--- src/rtl/mult_hilo_ctrl.sv ---
// Sequencer for the iterative 32x32 multiplier: operand setup, handshake,
// watchdog abort and sign-corrected commit of the product to HI/LO.
module mult_hilo_ctrl #(
  parameter int TIMEOUT = 40
) (
  input  logic        Clk,
  input  logic        reset,
  input  logic        start,
  input  logic        is_signed,
  input  logic [31:0] lhs,
  input  logic [31:0] rhs,
  output logic [5:0]  mul_state,
  output logic [31:0] mul_lhs,
  output logic [31:0] mul_rhs,
  input  logic        mul_end,
  input  logic [63:0] mul_result,
  output logic [31:0] hi,
  output logic [31:0] lo,
  output logic        busy,
  output logic        done,
  output logic        error
);

  typedef enum logic [1:0] {
    IDLE,
    INIT,
    WORK,
    WRITE
  } state_t;

  localparam logic [5:0] WD_LAST = 6'(TIMEOUT - 1);

  state_t      state;
  state_t      state_nx;
  logic        accept;
  logic        capture;
  logic        abort;
  logic        commit;
  logic [5:0]  wd;
  logic [63:0] p;
  logic        neg;
  logic [31:0] lhs_mag;
  logic [31:0] rhs_mag;
  logic [63:0] res;

  always_ff @(posedge Clk) begin
    if (reset) state <= IDLE;
    else       state <= state_nx;
  end

  always_comb begin
    state_nx  = state;
    accept    = 1'b0;
    capture   = 1'b0;
    abort     = 1'b0;
    commit    = 1'b0;
    mul_state = 6'd0;
    unique case (state)
      IDLE: begin
        if (start) begin
          accept   = 1'b1;
          state_nx = INIT;
        end
      end
      INIT: begin
        mul_state = 6'd1;
        state_nx  = WORK;
      end
      WORK: begin
        mul_state = 6'd2;
        // wd==0 masks an end left over from the previous run
        if (mul_end && wd != 6'd0) begin
          capture  = 1'b1;
          state_nx = WRITE;
        end else if (wd == WD_LAST) begin
          abort    = 1'b1;
          state_nx = IDLE;
        end
      end
      WRITE: begin
        commit   = 1'b1;
        state_nx = IDLE;
      end
      default: state_nx = IDLE;
    endcase
  end

  assign busy = (state != IDLE);

  assign lhs_mag = (is_signed && lhs[31]) ? (~lhs + 32'd1) : lhs;
  assign rhs_mag = (is_signed && rhs[31]) ? (~rhs + 32'd1) : rhs;
  assign res     = neg ? (~p + 64'd1) : p;

  always_ff @(posedge Clk) begin
    if (reset) begin
      mul_lhs <= '0;
      mul_rhs <= '0;
      neg     <= 1'b0;
      wd      <= '0;
      p       <= '0;
      hi      <= '0;
      lo      <= '0;
      done    <= 1'b0;
      error   <= 1'b0;
    end else begin
      done <= capture ? 1'b0 : (abort | commit);
      if (accept) begin
        mul_lhs <= lhs_mag;
        mul_rhs <= rhs_mag;
        neg     <= is_signed & (lhs[31] ^ rhs[31]);
        wd      <= '0;
        error   <= 1'b0;
      end
      if (state == WORK) wd <= wd + 6'd1;
      if (capture) p <= mul_result;
      if (abort) error <= 1'b1;
      if (commit) begin
        hi <= res[63:32];
        lo <= res[31:0];
      end
    end
  end

endmodule

--- config.mk ---
export PLATFORM = sky130hd
export DESIGN_NAME = mult_hilo_ctrl
export DESIGN_NICKNAME = d
export VERILOG_FILES = /design/src/rtl/mult_hilo_ctrl.sv
export SDC_FILE = /design/constraint.sdc
export NUM_CORES = 1
export LEC_CHECK = 0
export ABC_CLOCK_PERIOD_IN_PS = 3850
export BUFFER_PORTS_ARGS = -buffer_cell sky130_fd_sc_hd__buf_2
export CORE_ASPECT_RATIO = 0.6
export CORE_MARGIN = 5
export CORE_UTILIZATION = 54
export CTS_BUF_LIST = sky130_fd_sc_hd__clkbuf_2
export CTS_CLUSTER_SIZE = 14
export DETAILED_ROUTE_END_ITERATION = 10
export GPL_TIMING_DRIVEN = 0
export PLACE_DENSITY = 0.82
export SYNTH_ARGS = -nofsm -noshare
export SYNTH_HDL_FRONTEND = slang
export SYNTH_SLANG_ARGS = --single-unit
--- constraint.sdc ---
create_clock -name Clk -period 3.85 [get_ports Clk]
set_clock_uncertainty 0.05 [all_clocks]
set_input_delay 1.155 -clock Clk [delete_from_list [all_inputs] [get_ports Clk]]
set_output_delay 1.155 -clock Clk [all_outputs]
set_load 0.005 [all_outputs]
==> out/results.txt, run 1 <==
first-pass GRT wire length: 48300 um
I/O Buffers: 265
Vias: 10028
postcts setup bufs: 0
Async SR Flop Fraction: 0%
Reg2Reg Depth: 8
Starting Density: 55.7%
First-pass DRT Iterations: 5
Wirelength per Cell: 17.1 um
worst-margin pin slew: 1130 ps
Placer Congestion: 0.924
largest net degree at the start of global routing: 12
setup ws final: 446 ps
share of cells above drive strength 1: 22.9%
status: completed
Root Buffer: clkbuf_2
Hold Crit Class: reg2reg
sw frac: 30.5%
Area growth syn-to-layout: 20.9%
Slew Limit Fails: 0
Via-to-Cell Ratio: 5.62
Synth Register Bits: 203
nets: 1656
setup tns final: 0 ps
die width: 183 um
Critical Path AT: 3950 ps
Slew HR: 24.1%
GRT Total Usage: 28.0%
Clk Latency, worst-skew pair: 720 ps
final worst path period share: 88.4%
ANT nets after route: 0
Comb power frac: 14.8%
sequential element share of the synthesized area: 42.1%
initial DRC count: 904
GR Overflow Total: 0
clock-pin slew of the registers on the worst-case setup and hold paths: 120 ps
library cells used by synthesis: 47
placed cells: 1703
Max FO, Critical Path: 10
final wirelength: 30500 um
minimum clock period: 3400 ps
hold depth: 2
ys flop type: dfxtp_1
Final Hold Viols: 0
sequential share of power: 53.7%
number of H-tree levels: 2
I/O Pins: 270
# hold bufs at CTS: 0
max cap viols: 0
Post-synth EDFFs: 0
maximum clock frequency: 294 MHz
# DRC: 0
vias in the first global route: 9348
PwrDens: 355 nW/um^2
initial antenna violation count: 1
core area: 17400 um^2
Design Power: 4140 uW
critical path launch point type: flop
RSZ-0062 raised after global routing: no
Vert. Die Dim: 114 um
CTS Buf Count: 47
row count: 37
die area: 20800 um^2
Critical Path Sink Type: flop
TritonCTS Sinks: 203
PostCTS Resize Cnt: 0
Mean Syn Cell Area: 8.05 um^2
non-filler cells, final: 1784
Leakage: 0.00491 uW
Peak VDD IR: 241 uV
final setup violation count: 0
CTS tree: yes
Detail Placement HPWL: 23000 um
mapped cell area: 9660 um^2
CP Data Required Time: 4400 ps
Clk network pwr share: 31.5%
Power Internal: 2880 uW
CP Class: reg2reg
Sw Pwr: 1260 uW
Synth Warn #: 0
dpl ws: 72.6 ps
Syn Inst Count: 1201
Longest Clk Path Bufs: 3
metal layers:
layer | global-route usage (%) | share of wire [%] | vias up
met3 | 7.01 | 11 | 53
met2 | 39.5 | 40 | 497
met4 | 7.05 | 1.8 | 0
li1 | - | - | 4878
met5 | 0 | 0 | -
met1 | 42.4 | 47 | 4600
layout by cell type (no fill, tap or decap), types with 26 or more instances in the layout:
cell,instances
nor2_1,131
clkbuf_2,65
nor3_1,26
o21ai_0,44
a211oi_1,90
a21oi_1,104
xnor2_1,38
nand2_1,190
buf_2,266
xor2_1,74
dfxtp_1,203
clkbuf_1,77
path summary, 6_finish.rpt:
path | startpoint | end | slack [ps]
setup / recovery | p[4] | hi[22] | 450
hold / removal | hi[16] | hi[16] | 410
setup reg to reg | p[4] | hi[22] | 450
hold reg to reg | hi[16] | hi[16] | 410
critical path: stages (launching register included):
cell and delay, ps:
dfxtp_1 380, or4_1 540, clkbuf_1 190, nor4_1 580
nand4_1 390, clkbuf_1 340, o41ai_1 530, xor2_1 230
o21ai_1 80
registers in the layout, summed over array words and instances (netlist names):
signal   flops
p           64
hi          32
lo          32
mul_lhs     32
mul_rhs     32
wd           6
state        2
done         1
error        1
neg          1
cell type report:
cell class                      count  area, um^2
Sequential cell                   203        4060
Inverter                           15        56.3
Clock buffer                       65         325
Antenna cell                        1        2.50
Fill cell                        1602        5680
Timing Repair Buffer              265        1330
Clock inverter                     15        58.8
Multi-Input combinational cell    895        5190
Buffer                             91         365
Tap cell                          234         293
per-stage QoR:
stage / hold WS [ps] / cell area [um^2] / util [%]
floorplan: 394 / 9670 / -
global placement: 383 / 11300 / 65.1
detailed placement: 388 / 11300 / 65.1
CTS: 412 / 11700 / 67.3
global route: 432 / 11700 / 67.3
finish: 410 / 11700 / 67.3
power by group through the flow:
stage	Clock, uW	Sequential (uW)	Combinational [uW]
2_1_floorplan	0	2280	319
3_3_place_gp	0	2270	594
3_5_place_dp	0	2270	606
4_1_cts	1330	2230	609
5_1_grt	1440	2240	676
6_report	1300	2230	614
synth_stat cells, types with 5 or more instances:
cell        n  area, um^2
a211oi_1   90         676
a21oi_1   104         521
a311oi_1    7        61.3
a31oi_1    10        62.6
and2_1      6        37.5
and3_1      7        43.8
buf_1       8        30.0
clkbuf_1   77         289
dfxtp_1   203        4060
ha_1        5        62.6
inv_1      14        52.6
nand2_1   190         713
nand2b_1    6        37.5
nand3_1    11        55.1
nand4_1     6        37.5
nor2_1    131         492
nor3_1     26         130
nor3b_1     6        45.0
nor4_1     13        81.3
o21ai_0    44         220
o21ai_1     9        45.0
o22ai_1     5        31.3
o31ai_1    22         165
o41ai_1    14         123
o41ai_2     5        81.3
or2_2       7        43.8
or3_1       9        56.3
or4_1      21         158
xnor2_1    38         333
xor2_1     74         648
logic make-up after synthesis:
logic type	share of synthesized area, %
and+or+nand+nor	21.2
DFF	42.1
AOI/OAI and AO/OA	21.2
xor gates and xnor gates	10.2
adders and majority gates	0.647
buffers and inverters	4.36
muxes	0.311
other	0.0388
No activity file was read; power rests on OpenSTA's default activity.
==> run 2, diff against run 1 <==
--- a/config.mk
+++ b/config.mk
@@ -5,11 +5,12 @@
 export SDC_FILE = /design/constraint.sdc
 export NUM_CORES = 1
 export LEC_CHECK = 0
+export ABC_AREA = 1
 export ABC_CLOCK_PERIOD_IN_PS = 3850
 export BUFFER_PORTS_ARGS = -buffer_cell sky130_fd_sc_hd__buf_2
 export CORE_ASPECT_RATIO = 0.6
 export CORE_MARGIN = 5
-export CORE_UTILIZATION = 54
+export CORE_UTILIZATION = 55
 export CTS_BUF_LIST = sky130_fd_sc_hd__clkbuf_2
 export CTS_CLUSTER_SIZE = 14
 export DETAILED_ROUTE_END_ITERATION = 10
==> out/results.txt, run 2 <==
Final Hold Viols: 0
die area: 23600 um^2
Starting Density: 56.2%
Synth Warn #: 0
worst path cell trace: nand2_1 > inv_2 > buf_2
row count: 40
hold depth: 2
I/O Pins: 270
Synth top area share: 35.9%
crit-path leading delay family: flip-flops
number of H-tree levels: 2
critical path launch point type: flop
most frequent cells in the layout: nand2_1, nor2_1, buf_2
GRT Total Usage: 36.1%
setup tns final: 0 ps
Hold Crit Class: reg2reg
GR Overflow Total: 0
clock-pin slew of the registers on the worst-case setup and hold paths: 120 ps
Leakage: 0.00708 uW
Syn Inst Count: 1772
maximum clock frequency: 332 MHz
initial DRC count: 1634
vias in the first global route: 12072
Vias: 13448
Synth Register Bits: 203
area of the multi-input gates: 6110 um^2
largest net degree at the start of global routing: 13
Detail Placement HPWL: 35800 um
Post-synth top cells: nand2_1, nor2_1, dfxtp_1
Reg2Reg Setup Slack: 1390 ps
max cap viols: 0
share of cells above drive strength 1: 20.2%
Slew HR: 40.4%
PwrDens: 360 nW/um^2
top cells by area, synth: dfxtp_1, nand2_1, nor2_1
# hold bufs at CTS: 0
minimum clock period: 3010 ps
final wirelength: 44800 um
Wirelength per Cell: 18.7 um
I/O Buffers: 264
Peak VDD IR: 253 uV
Reg2Reg Depth: 7
ys flop type: dfxtp_1
die width: 195 um
CP bufs+invs: 2
PostCTS Resize Cnt: 0
core area: 20100 um^2
status: completed
worst-margin pin slew: 893 ps
Clk Latency, worst-skew pair: 890 ps
library cells used by synthesis: 45
Hold EP: error
initial antenna violation count: 4
RSZ-0062 raised after global routing: no
final worst path period share: 78.3%
CTS Buf Count: 46
fill count: 1903
Max FO, Critical Path: 10
Slew Limit Fails: 0
Post-synth EDFFs: 0
RR Startpoint: state[1]
CTS tree: yes
postcts setup bufs: 0
Longest Clk Path Bufs: 3
nets: 2225
worst reg2reg endpoint: hi[31]
Placer Congestion: 1.02
CP Data Required Time: 2640 ps
Via-to-Cell Ratio: 5.61
most frequent cell after synthesis: nand2_1
FF+latch area: 4060 um^2
mapped cell area: 11300 um^2
Critical Path AT: 1810 ps
Async SR Flop Fraction: 0%
ANT nets after route: 0
first-pass GRT wire length: 66900 um
cell accounting for the most synthesized area: dfxtp_1
sequential element share of the synthesized area: 35.9%
Root Buffer: clkbuf_2
Mean Syn Cell Area: 6.38 um^2
First-pass DRT Iterations: 6
Critical Path Sink Type: primary output
# DRC: 0
TritonCTS Sinks: 203
Top reg by flops: p
CP Class: reg2out
hold path start: error
most common cell after layout, fill and taps aside: nand2_1
slowest CP cell: dfxtp_1
final setup violation count: 0
max reg flops: 64
Slowest Stage Delay on Critical Path: 410 ps
Area growth syn-to-layout: 18.5%
Vert. Die Dim: 121 um
hold slack: 431 ps
run 2: cell count changes after synthesis, moves of 20 or more:
| cell | previous run | this run |
|---|---|---|
| a211oi_1 | 90 | 1 |
| xor2_1 | 74 | 46 |
| inv_1 | 14 | 197 |
| a21oi_1 | 104 | 148 |
| or4_1 | 21 | 0 |
| o21ai_0 | 44 | 172 |
| clkbuf_1 | 77 | 29 |
| nand3_1 | 11 | 124 |
| nor2_1 | 131 | 322 |
| nand2_1 | 190 | 345 |
| xnor2_1 | 38 | 6 |
| buf_2 | 1 | 41 |
| o31ai_1 | 22 | 2 |
run 2: worst max path at each step:
stage	cells past startpoint	endpoint	startpoint
5_1_grt	4	mul_state[1]	state[0]
2_1_floorplan	11	mul_rhs[16]	rhs[0]
6_report	3	mul_state[1]	state[1]
3_5_place_dp	6	mul_rhs[4]	reset
4_1_cts	4	mul_state[1]	state[0]
3_3_place_gp	6	mul_rhs[2]	reset
run 2: cell families after synthesis:
kind of cell | share of synthesized area (%)
flops | 35.9
xor+xnor | 4.03
simple gates | 32.2
buf+inv | 10.1
fa+ha+maj | 0.553
compound gates | 17.1
other cells | 0.0332
run 2: metal layers:
| metal | wire (um) | GRT usage [%] | vias up |
|---|---|---|---|
| li1 | - | - | 6338 |
| met1 | 20400 | 55.3 | 6153 |
| met2 | 16700 | 47.0 | 871 |
| met3 | 6590 | 12.2 | 86 |
| met4 | 1100 | 10.3 | 0 |
| met5 | 0 | 0 | - |
run 2: area by class of cell:
type	instances	area share (%)
well taps	273	2.55
clock buffers	67	2.50
clock inverters	13	0.579
repair buffers	264	9.86
multi-input cells	1288	45.6
plain buffers	82	2.85
flip-flops and latches	203	30.3
diodes	4	0.0747
inverters	202	5.67
run 2: stage by stage:
| stage | setup slack, ps | cells | instance area (um^2) | power (uW) | util (%) |
|---|---|---|---|---|---|
| after floorplan | 1430 | 1775 | 11300 | 2910 | - |
| after global placement | 909 | 2312 | 13000 | 3350 | 64.5 |
| after detailed placement | 852 | 2312 | 13000 | 3370 | 64.5 |
| after CTS | 830 | 2392 | 13400 | 4780 | 66.6 |
| after global routing | 746 | 2396 | 13400 | 5040 | 66.6 |
| final | 836 | 2396 | 13400 | 4830 | 66.6 |
run 2: worst min-delay path, stage by stage (launching register included):
cell     delay [ps]
dfxtp_1         320
nand2_1          60
a21oi_1          60
run 2: power breakdown:
part	internal (uW)	switching [uW]	leakage, uW
Clock	530	923	0.000321
Combinational	363	744	0.00511
Sequential	2200	62.2	0.00165
==> run 3, diff against run 2 <==
==> config.mk (replaced) <==
export PLATFORM = sky130hd
export DESIGN_NAME = mult_hilo_ctrl
export DESIGN_NICKNAME = d
export VERILOG_FILES = /design/src/rtl/mult_hilo_ctrl.sv
export SDC_FILE = /design/constraint.sdc
export NUM_CORES = 1
export LEC_CHECK = 0
export ABC_AREA = 0
export ABC_CLOCK_PERIOD_IN_PS = 2400
export BUFFER_PORTS_ARGS = -buffer_cell sky130_fd_sc_hd__buf_2
export CORE_ASPECT_RATIO = 0.6
export CORE_MARGIN = 5
export CORE_UTILIZATION = 49
export CTS_BUF_LIST = sky130_fd_sc_hd__clkbuf_2
export CTS_CLUSTER_SIZE = 14
export DETAILED_ROUTE_END_ITERATION = 10
export GPL_TIMING_DRIVEN = 0
export PLACE_DENSITY = 0.79
export SYNTH_ARGS = -nofsm -noshare
export SYNTH_HDL_FRONTEND = slang
export SYNTH_SLANG_ARGS = --single-unit
==> constraint.sdc (replaced) <==
create_clock -name Clk -period 2.4 [get_ports Clk]
set_clock_uncertainty 0.05 [all_clocks]
set_input_delay 0.72 -clock Clk [delete_from_list [all_inputs] [get_ports Clk]]
set_output_delay 0.72 -clock Clk [all_outputs]
set_load 0.005 [all_outputs]
==> out/results.txt, run 3 (synthesis gave the netlist of run 1 again) <==
Reg2Reg Depth: 7
Placer Congestion: 0.911
ANT nets after route: 0
Critical Path Sink Type: flop
status: finished, violations left
Clk Latency, worst-skew pair: 760 ps
CTS Buf Count: 48
initial DRC count: 997
sequential share of power: 51.3%
Clk network pwr share: 32.1%
Max FO, Critical Path: 6
die width: 191 um
max cap viols: 0
vias in the first global route: 9569
first-pass GRT wire length: 50200 um
Wirelength per Cell: 18.2 um
Vias: 10484
Hold Crit Class: in2reg
Power Internal: 4750 uW
Starting Density: 50.4%
max reg flops: 64
non-filler cells, final: 1853
hold depth: 3
final wirelength: 33700 um
Reg2Reg Setup Slack: -500 ps
row count: 39
Area growth syn-to-layout: 33.0%
Root Buffer: clkbuf_2
Worst Setup SP: p[46]
worst reg2reg endpoint: hi[23]
Critical Path AT: 3460 ps
TritonCTS Sinks: 203
Critical path destination: hi[23]
Leakage: 0.00530 uW
hold slack: 135 ps
# DRC: 0
I/O Buffers: 265
placed cells: 1735
GR Overflow Total: 0
Detail Placement HPWL: 23500 um
Sw Pwr: 2210 uW
critical path launch point type: flop
final worst path period share: 121%
RSZ-0062 raised after global routing: yes
Longest Clk Path Bufs: 3
clock-pin slew of the registers on the worst-case setup and hold paths: 120 ps
Vert. Die Dim: 119 um
Final Util: 67.0%
GRT Total Usage: 26.8%
die area: 22700 um^2
CP Class: reg2reg
CTS tree: yes
largest net degree at the start of global routing: 13
setup ws final: -496 ps
core area: 19200 um^2
antenna cells: 0
First-pass DRT Iterations: 5
sw frac: 31.7%
nets: 1687
share of cells above drive strength 1: 30.8%
Final Hold Viols: 0
maximum clock frequency: 345 MHz
number of H-tree levels: 2
Comb power frac: 16.6%
most frequent cells in the layout: buf_2, nand2_1, dfxtp_1
Peak VDD IR: 367 uV
PwrDens: 542 nW/um^2
initial antenna violation count: 1
Via-to-Cell Ratio: 5.66
minimum clock period: 2900 ps
Top reg by flops: p
Slew Limit Fails: 0
most common cell after layout, fill and taps aside: buf_2
Slew HR: 22.5%
RR Startpoint: p[46]
worst-margin pin slew: 1160 ps
final setup violation count: 28
I/O Pins: 270
CP Data Required Time: 2960 ps
failing checks: setup timing
run 3: changes by cell type in the layout (fill, tap and decap cells not counted), moves of 20 or more:
cell | previous run | this run
xor2_1 | 46 | 71
nand3_1 | 124 | 9
a21oi_1 | 148 | 104
buf_4 | 6 | 26
xnor2_1 | 6 | 38
clkbuf_1 | 29 | 68
nor2_1 | 322 | 130
inv_1 | 197 | 13
nand2_1 | 345 | 188
buf_2 | 305 | 265
o21ai_0 | 172 | 23
a211oi_1 | 1 | 87
run 3: area by class of cell:
class                           instances  area (um^2)
Buffer                                 86          373
Inverter                               15         66.3
Clock buffer                           71          355
Sequential cell                       203         4100
Tap cell                              266          333
Clock inverter                         17         67.6
Multi-Input combinational cell        896         5900
Fill cell                            1667         6330
Timing Repair Buffer                  299         1650
run 3: how the worst min path moves through the flow:
stage                               from     end  slack [ps]
after global placement            hi[16]  hi[16]         380
after global routing      mul_result[40]   p[40]          70
after floorplan                   hi[20]  hi[20]         390
after CTS                 mul_result[40]   p[40]          90
after detailed placement          hi[10]  hi[10]         390
final                     mul_result[40]   p[40]         140
run 3: what timing repair did:
item                       in CTS  in global routing
hold buffers                    0                  0
gates cloned                    2                  1
pin swaps                      27                 53
setup buffers                  19                 13
resized for setup              55                 96
setup endpoints to repair     101                108
run 3: worst max-delay path, stage by stage (launching register included):
cell,delay [ps]
dfxtp_1,410
or4_1,610
or3_1,460
or4_4,520
buf_12,180
o41ai_4,240
xor2_1,200
o21ai_1,80
run 3: stage by stage:
step	setup TNS (ps)	setup slack (ps)	cell area, um^2	power (uW)
floorplan	-2280	-247	9910	4190
global placement	-51060	-602	11600	4640
detailed placement	-54680	-658	11600	4660
CTS	-4670	-474	12400	6920
global route	-8400	-511	12900	7320
finish	-6620	-496	12900	6970
run 3: power groups by stage:
stage | clock (uW) | combinational, uW | sequential (uW)
finish | 2240 | 1160 | 3570
detailed placement | 0 | 1010 | 3650
global placement | 0 | 997 | 3640
global route | 2480 | 1250 | 3590
floorplan | 0 | 540 | 3650
CTS | 2270 | 1070 | 3570
run 3: routing by layer:
layer | track usage (%) | routed length [um] | up-vias
met5 | 0 | 14 | -
met4 | 8.07 | 839 | 2
met3 | 6.07 | 3410 | 72
met2 | 37.1 | 14100 | 547
met1 | 41.3 | 15400 | 4908
li1 | - | - | 4955
